==> src/rtl/eval_pkg.sv <==
// Shared definitions for the evaluation harness controller.
//   eval_state_t : controller phases IDLE -> LOAD -> RELEASE -> RUN -> DONE
//   IMG_BYTE_W   : width of one program image byte
//   ptr_w()      : pointer width for a FIFO of the given depth (at least 1 bit)
package eval_pkg;

  localparam int IMG_BYTE_W = 8;

  typedef enum logic [2:0] {
    IDLE,
    LOAD,
    RELEASE,
    RUN,
    DONE
  } eval_state_t;

  function automatic int ptr_w(input int depth);
    return (depth > 1) ? $clog2(depth) : 1;
  endfunction

endpackage

==> src/rtl/eval_out_fifo.sv <==
// First-word-fall-through capture FIFO for cpu output words.
// Ports:
//   clk, reset    clock, synchronous active-low reset
//   flush         empties the FIFO and clears the overflow flag
//   push/push_data  write request and word
//   pop           read request (honoured only when a word is present)
//   out_valid     head word present
//   out_data      head word, zero when empty
//   overflow      sticky: a push was dropped because the FIFO was full
module eval_out_fifo
  import eval_pkg::*;
#(
  parameter int DATA_W     = 64,
  parameter int FIFO_DEPTH = 8
) (
  input  logic              clk,
  input  logic              reset,
  input  logic              flush,
  input  logic              push,
  input  logic [DATA_W-1:0] push_data,
  input  logic              pop,
  output logic              out_valid,
  output logic [DATA_W-1:0] out_data,
  output logic              overflow
);

  localparam int PW = ptr_w(FIFO_DEPTH);
  localparam logic [PW:0] DEPTH_V = (PW+1)'(FIFO_DEPTH);

  logic [DATA_W-1:0] mem [FIFO_DEPTH];
  logic [PW-1:0]     wr_ptr;
  logic [PW-1:0]     rd_ptr;
  logic [PW:0]       count;
  logic              empty;
  logic              full;
  logic              do_push;
  logic              do_pop;

  assign empty   = (count == '0);
  assign full    = (count == DEPTH_V);
  assign do_pop  = pop && !empty;
  // A pop in the same cycle frees the slot, so a push into a full FIFO still lands.
  assign do_push = push && (!full || do_pop);

  assign out_valid = !empty;
  assign out_data  = empty ? '0 : mem[rd_ptr];

  always_ff @(posedge clk) begin
    if (do_push) begin
      mem[wr_ptr] <= push_data;
    end
  end

  // Depth is a power of two, so pointers wrap naturally.
  always_ff @(posedge clk) begin
    if (!reset || flush) begin
      wr_ptr   <= '0;
      rd_ptr   <= '0;
      count    <= '0;
      overflow <= 1'b0;
    end else begin
      if (do_push) begin
        wr_ptr <= wr_ptr + PW'(1);
      end
      if (do_pop) begin
        rd_ptr <= rd_ptr + PW'(1);
      end
      case ({do_push, do_pop})
        2'b10:   count <= count + (PW+1)'(1);
        2'b01:   count <= count - (PW+1)'(1);
        default: count <= count;
      endcase
      if (push && !do_push) begin
        overflow <= 1'b1;
      end
    end
  end

endmodule

==> src/rtl/eval_harness_ctrl.sv <==
// Program-load-and-run controller wrapping one Tinker cpu.
// Streams a byte image into cpu memory with the cpu held in reset, releases it,
// runs until halt or a cycle budget expires, and captures every cpu output
// pulse into a FIFO.
// Ports:
//   clk, reset                 clock, synchronous active-low reset
//   start                      begin a load (accepted only in IDLE or DONE)
//   img_valid/ready/addr/data/last   image byte stream
//   mem_we/addr/wdata          cpu memory byte write, one cycle after acceptance
//   cpu_reset                  active-high cpu reset, low only in RUN
//   cpu_halt/out_sig/out_data  cpu status and output pulses
//   out_valid/ready/data       capture FIFO head
//   busy, done, timed_out, overflow, run_cycles   status
// Optional build macro EVAL_LOAD_CHECKSUM_EN adds load_sum: wrapping 32-bit sum
// of the accepted image bytes since the last start.
module eval_harness_ctrl
  import eval_pkg::*;
#(
  parameter int ADDR_W      = 32,
  parameter int DATA_W      = 64,
  parameter int FIFO_DEPTH  = 8,
  parameter int TIMEOUT_CYC = 40,
  parameter int CNT_W       = 32
) (
  input  logic                  clk,
  input  logic                  reset,
  input  logic                  start,
  input  logic                  img_valid,
  output logic                  img_ready,
  input  logic [ADDR_W-1:0]     img_addr,
  input  logic [IMG_BYTE_W-1:0] img_data,
  input  logic                  img_last,
  output logic                  mem_we,
  output logic [ADDR_W-1:0]     mem_addr,
  output logic [IMG_BYTE_W-1:0] mem_wdata,
  output logic                  cpu_reset,
  input  logic                  cpu_halt,
  input  logic                  cpu_out_sig,
  input  logic [DATA_W-1:0]     cpu_out_data,
  output logic                  out_valid,
  input  logic                  out_ready,
  output logic [DATA_W-1:0]     out_data,
  output logic                  busy,
  output logic                  done,
  output logic                  timed_out,
  output logic                  overflow,
`ifdef EVAL_LOAD_CHECKSUM_EN
  output logic [31:0]           load_sum,
`endif
  output logic [CNT_W-1:0]      run_cycles
);

  localparam logic [CNT_W-1:0] RUN_LAST = CNT_W'(TIMEOUT_CYC - 1);

  eval_state_t state;
  eval_state_t state_next;
  logic        accept;
  logic        start_ok;
  logic        run_end;

  assign img_ready = (state == LOAD);
  assign accept    = img_ready && img_valid;
  assign start_ok  = start && ((state == IDLE) || (state == DONE));
  assign run_end   = cpu_halt || (run_cycles == RUN_LAST);
  assign cpu_reset = (state != RUN);
  assign busy      = (state == LOAD) || (state == RELEASE) || (state == RUN);
  assign done      = (state == DONE);

  always_ff @(posedge clk) begin
    if (!reset) begin
      state <= IDLE;
    end else begin
      state <= state_next;
    end
  end

  always_comb begin
    state_next = state;
    case (state)
      IDLE:    if (start_ok) state_next = LOAD;
      LOAD:    if (accept && img_last) state_next = RELEASE;
      RELEASE: state_next = RUN;
      RUN:     if (run_end) state_next = DONE;
      DONE:    if (start_ok) state_next = LOAD;
      default: state_next = IDLE;
    endcase
  end

  // Each accepted byte becomes a single-cycle memory write on the next cycle.
  always_ff @(posedge clk) begin
    if (!reset) begin
      mem_we    <= 1'b0;
      mem_addr  <= '0;
      mem_wdata <= '0;
    end else begin
      mem_we <= accept;
      if (accept) begin
        mem_addr  <= img_addr;
        mem_wdata <= img_data;
      end
    end
  end

  // The counter stops on the cycle the run ends, so it reports the cycle index
  // at which halt or the budget was seen. Halt takes priority over timeout.
  always_ff @(posedge clk) begin
    if (!reset) begin
      run_cycles <= '0;
      timed_out  <= 1'b0;
    end else if (start_ok) begin
      run_cycles <= '0;
      timed_out  <= 1'b0;
    end else if (state == RUN) begin
      if (cpu_halt) begin
        timed_out <= 1'b0;
      end else if (run_cycles == RUN_LAST) begin
        timed_out <= 1'b1;
      end else begin
        run_cycles <= run_cycles + CNT_W'(1);
      end
    end
  end

`ifdef EVAL_LOAD_CHECKSUM_EN
  always_ff @(posedge clk) begin
    if (!reset || start_ok) begin
      load_sum <= '0;
    end else if (accept) begin
      load_sum <= load_sum + {24'b0, img_data};
    end
  end
`endif

  // Captures include the final RUN cycle, where halt or timeout is seen.
  eval_out_fifo #(
    .DATA_W    (DATA_W),
    .FIFO_DEPTH(FIFO_DEPTH)
  ) u_out_fifo (
    .clk      (clk),
    .reset    (reset),
    .flush    (start_ok),
    .push     ((state == RUN) && cpu_out_sig),
    .push_data(cpu_out_data),
    .pop      (out_ready),
    .out_valid(out_valid),
    .out_data (out_data),
    .overflow (overflow)
  );

endmodule

==> config.mk <==
export PLATFORM = sky130hd
export DESIGN_NAME = eval_harness_ctrl
export DESIGN_NICKNAME = d
export VERILOG_FILES = /design/src/rtl/eval_pkg.sv /design/src/rtl/eval_out_fifo.sv /design/src/rtl/eval_harness_ctrl.sv
export SDC_FILE = /design/constraint.sdc
export NUM_CORES = 1
export LEC_CHECK = 0
export BUFFER_PORTS_ARGS = -buffer_cell sky130_fd_sc_hd__clkbuf_2
export CAP_MARGIN = 20
export CORE_MARGIN = 2
export CORE_UTILIZATION = 63
export DETAILED_ROUTE_END_ITERATION = 6
export PLACE_DENSITY = 0.91
export SLEW_MARGIN = 20
export SYNTH_ARGS = -nofsm -noshare
export SYNTH_HDL_FRONTEND = slang
export SYNTH_SLANG_ARGS = --single-unit
==> constraint.sdc <==
create_clock -name clk -period 18.8 [get_ports clk]
set_input_delay 0.94 -clock clk [delete_from_list [all_inputs] [get_ports clk]]
set_output_delay 0.94 -clock clk [all_outputs]
set_load 0.02 [all_outputs]
# --- Word-level counts from Yosys, hierarchy flattened ---
# Memories as Yosys holds them, arrays and structs flattened. A register that Yosys moved wholly into a read port is not among the register bits.
# Cells that the tools add are included.
totals:
  mem_count: 1
  ram_bits: 512
  regBits: 88
memory_table:
  columns: ["memory", "depth", "word_bits", "rd", "rd_clocked_by_memory_dff", "wr", "line_no", "text"]
  rows:
  - ["u_out_fifo.mem", 8, 64, 1, 1, 1, "eval_out_fifo.sv:30", "logic [DATA_W-1:0] mem [FIFO_DEPTH];"]
classes:
  reduce_logical: 26
  n_addsub: 5
  bitwise: 3
  mux: 12
  n_eq_ne: 12
ops:
  columns: ["operator", "n"]
  rows:
  - ["$mux 64", 1]
  - ["$add 32x1->32 const B", 1]
  - ["$eq 32x6->1 const B", 1]
  - ["$mux 3", 5]
  - ["$pmux 3 s4", 1]
  - ["$pmux 4 s2", 1]
  - ["$logic_and 1x1->1", 7]
  - ["$add 3x1->3 const B", 2]
  - ["$eq 3x2->1 const B", 2]
  - ["$logic_or 1x1->1", 6]
  - ["$reduce_and 3->1", 2]
  - ["$add 4x1->4 const B", 1]
  - ["$eq 4x4->1 const B", 1]
  - ["$logic_not 1->1", 4]
  - ["$logic_not 4->1", 1]
  - ["$mux 1", 4]
  - ["$ne 2x1->1 const B", 2]
  - ["$reduce_bool 2->1", 2]
  - ["$reduce_or 2->1", 2]
  - ["$sub 4x1->4 const B", 1]
  - ["$eq 3x1->1 const B", 1]
  - ["$eq 3x3->1 const B", 1]
  - ["$logic_not 3->1", 1]
  - ["$ne 3x2->1 const B", 1]
  - ["other kinds (5)", 7]

# --- Depth between registers and ports, before layout ---
logic_depth:
  word_depth: 7
  mapped_depth: 10
  mapped_depth_nobuf: 8

# --- By module ---
# Synthesis repeated with hierarchy kept, for this count alone.
unflattened:
  hier_cells: 1296
  hier_area_um2: 23460.0
modules_own_cells:
  columns: ["module", "seq_area_each_um2", "n_inst", "cells_per_inst", "area_per_inst_um2"]
  rows:
  - ["eval_out_fifo", 15655.0, 1, 899, 20146.8]
  - ["eval_harness_ctrl", 1541.5, 1, 397, 3313.2]

# --- Least setup slack after synthesis ---
# No wires, ideal clock.
synth_path:
  path_kind: "input -> register"
  from: "input cpu_out_sig"
  to: "memory u_out_fifo.mem[4][0], enable pin"
  arrival_ps: 6230
  path_slack_ps: 11992
  path_stages: 4
  setup_time_ps: 578
  required_time_ps: 18222
  path_cell_list: "nand4b_1 a21oi_1 nand2b_1 nor3b_1"
synth_between:
  elab_chain_len: 4
synth_rtl:
  columns: ["element", "line_no", "text"]
  rows:
  - ["start, declared", "eval_harness_ctrl.sv:38", "input logic cpu_out_sig,"]
  - ["$logic_and 1x1->1", "eval_harness_ctrl.sv:142", ".push ((state == RUN) && cpu_out_sig),"]
  - ["$logic_and 1x1->1", "eval_out_fifo.sv:43", "assign do_push = push && (!full || do_pop);"]
  - ["$mux 1", "eval_out_fifo.sv:49", "if (do_push) begin"]
  - ["$mux 1 (implied by the code)", "eval_out_fifo.sv:50", "mem[wr_ptr] <= push_data;"]
  - ["end, declared", "eval_out_fifo.sv:30", null]
# Every way passes these cells.

==> flow_summary_export.csv <==
group,metric,value,unit
grt,grt-ovfl-total,0,
placed_design,dp_hpwl,28130,um
detailed_routing,drc,0,
sta,slew_viol_final,0,
synth,syn_inst,1280,
synth,synth_top_area_frac,0.6589,
setup_path,endpoint_kind,"primary output",
sta,timing.final.crit_share,0.2389,
setup_path,path_class,"reg -> out",
synth,synth_xor_area_frac,0.009008,
cts,cts_setup_buffers,0,
synth,synth_simple_gate_area_frac,0.05925,
sta,fmax,222.6,MHz
grt,grt_max_degree,78,
placed_design,io_buffers,255,
floorplanning,core_area,36520,um2
sta,slew-limit-headroom,0.2459,
layout,finalNetCount,1663,
cts,clk_pin_slew_worst_paths,70,ps
layout,n_fill_cell,2020,
cts,htree_levels,2,
synth,yosys_warnings,0,
grt,grt_pass1_wl,83230,um
placed_design,pre_cts_ws,14870,ps
cts,cts_buffers,57,
pwr,powerDensity,99.97,nW/um2
grt,first_global_vias,13690,
synth,synth.avg_cell_area,18.23,um2
setup_path,cp_slowest_cell,"buf_4",
setup_path,critical_path.max_fanout,77,
sta,fin_tns_setup,0,ps
synth,synth_edf_count,512,
min_path,hold_depth,2,
synth,synth_commonest_cells,"512 x edfxtp_1, 128 x mux4_2, 105 x nand2_1",
synth,synth.most_common_cell,"edfxtp_1",
layout,final_core_utilization,0.7402,
grt,antenna_found_initial,5,
synth,synth_compound_area_frac,0.02477,
detailed_routing,via_count,13280,
cts,clk_latency,650,ps
layout,areaGrowthSynthToFinish,15.85,%
placed_design,gp_congestion,0.8641,
floorplanning,die_area,38590,um2
setup_path,arrival,3550,ps
synth,synth_top_family_by_area,"multiplexers",
synth,synthTopCellsByArea,"edfxtp_1 66%, mux4_2 12%, dfxtp_1 7.8%, mux2i_1 2.9%, nand2_1 1.7%",
detailed_routing,initialDrtViolationCount,1391,
setup_path,r2r-start,"state[1]$_SDFFE_PN0P_",
sta,fin_worst_skew,58.32,ps
cts,clock-sinks,603,
sta,setup_viol,0,
sta,tightest_slew,1131,ps
setup_path,crit_required,17860,ps
cts,cts_tree,"done",
cts,postCtsResizedCells,0,
setup_path,max_stage_delay,960,ps
min_path,hp-class,"reg -> reg",
grt,grtUsageTotal,0.2939,
setup_path,worstSetupEndpoint,"out_data[0]",
synth,ys_seq_area_frac,0.7369,
synth,yosysUniqueCellTypes,52,
pwr,max-vdd-ir-drop,0.09855,mV
detailed_routing,drt-total-wl,55840,um
sta,setup_slack,14310,ps
setup_path,r2r_slack,15770,ps
synth,synth_fa_ha_area_frac,0.003539,
synth,syn_area,23330,um2
cts,cts-root-buf,"clkbuf_16",
sta,rsz0062_at_grt,"false",
cts,cts_hold_buf,0,
setup_path,r2r_end,"u_out_fifo.mem[2][48]$_DFFE_PP_",
floorplanning,fp.dieW,196.5,um
detailed_routing,ant_nets,0,
pwr,leakage,9.002,nW
synth,synth_top_area_cell,"edfxtp_1",
run_status,status,"complete, no violations",
setup_path,cp_cell_sequence,"buf_4, mux4_2, mux2i_1, nor2_1, clkbuf_2",
detailed_routing,vias_per_cell,6.438,
synth,synthMuxAreaShare,0.1523,
sta,post-route-min-period,4492,ps
synth,synthFlopType,"edfxtp_1",
run,drv_cap,0,
synth,ys_ff_latch,603,
floorplanning,initial_utilization,0.6389,
floorplanning,die_h,196.5,um
synth,synth_fp_nets,1398,
sta,finalHoldViolations,0,
floorplanning,num_io_pins,256,
detailed_routing,dr.pass1.iters,5,
cts,clock_path_buffers,3,
layout,drive_above_1_share,0.3218,
setup_path,reg2reg_depth,6,
synth,async_flop_share,0,
setup_path,worstSetupStartpointType,"flip-flop",
floorplanning,num_rows,70,
detailed_routing,routedWlPerCell,27.07,um
==> cell families (layout without fill, tap and decap cells) <==
kind of cell / after synthesis / in the layout
DFF: 603 / 603
and+or+nand+nor: 292 / 292
muxes: 195 / 195
AOI/OAI and AO/OA: 83 / 83
buffers and inverters: 77 / 388
xor gates and xnor gates: 24 / 24
adders and majority gates: 6 / 6
other: 0 / 4
==> worst max-delay path: cells and delay by family (launching register included) <==
| kind | cells | cell delay, ps |
|---|---|---|
| simple gates | 1 | 360 |
| flops | 1 | 860 |
| mux | 2 | 460 |
| buf+inv | 2 | 1210 |
==> flip-flops by register name, indices dropped and copies added (netlist names), named ones only <==
signal               cells
u_out_fifo.count         4
state                    3
mem_addr                32
run_cycles              32
u_out_fifo.wr_ptr        3
timed_out                1
u_out_fifo.mem         512
mem_wdata                8
u_out_fifo.overflow      1
mem_we                   1
u_out_fifo.rd_ptr        3
==> layout by cell type, fill, tap and decap left out, types with 18 or more instances in the layout <==
| master | count |
|---|---|
| a21boi_1 | 41 |
| buf_4 | 18 |
| nor2_1 | 98 |
| nand2_1 | 105 |
| mux4_2 | 128 |
| mux2i_1 | 67 |
| edfxtp_1 | 512 |
| dfxtp_1 | 88 |
| clkbuf_16 | 57 |
| clkbuf_2 | 256 |
==> report_power, final <==
group          total (mW)  internal (mW)  switching (mW)  leakage (nW)
Clock                1.17          0.669           0.506         0.931
Sequential           1.46           1.45         0.00413          5.34
Combinational      0.0705         0.0234          0.0471          2.73
Total                2.70           2.15           0.557          9.00
==> metal layers <==
metal,GRT usage,routed length (um),up-vias
met5,0,13,-
met4,0.1437,2532,2
met3,0.05236,4194,153
met2,0.5110,29500,755
met1,0.3596,19600,6793
li1,-,-,5578
==> layout make-up <==
cell class                 count  area, um2  area share
antenna                        4      10.01   0.0003703
clock buffer                  71       1510     0.05586
clock inverter                34      397.9     0.01472
inverter                       8      30.03    0.001111
multi-input combinational    600       5858      0.2167
sequential                   603      17210      0.6365
tap                          468      585.6     0.02166
timing repair buffer         275       1434     0.05304
==> through the flow <==
| stage | area, um2 | instances | power, mW | hold WS [ps] |
|---|---|---|---|---|
| after global placement | 25110 | 1954 | 1.551 | 441.8 |
| after floorplan | 23330 | 1280 | 1.519 | 454.1 |
| after CTS | 27020 | 2059 | 2.714 | 452.4 |
| final | 27030 | 2063 | 2.702 | 449.7 |
| after detailed placement | 25110 | 1954 | 1.555 | 443.9 |
| after global routing | 27030 | 2063 | 2.766 | 475.5 |
==> how the worst min path moves through the flow <==
stage / slack (ps) / from / end
floorplan: 450 / u_out_fifo.rd_ptr[1]$_SDFFE_PP0P_ / flip-flop
global placement: 440 / mem_addr[10]$_SDFFE_PN0N_ / mem_addr[10]$_SDFFE_PN0N_
detailed placement: 440 / mem_addr[13]$_SDFFE_PN0N_ / mem_addr[13]$_SDFFE_PN0N_
CTS: 450 / mem_addr[13]$_SDFFE_PN0N_ / mem_addr[13]$_SDFFE_PN0N_
global route: 480 / mem_addr[1]$_SDFFE_PN0N_ / mem_addr[1]$_SDFFE_PN0N_
finish: 450 / mem_addr[13]$_SDFFE_PN0N_ / mem_addr[13]$_SDFFE_PN0N_
Power figures use the tool's default switching activity.
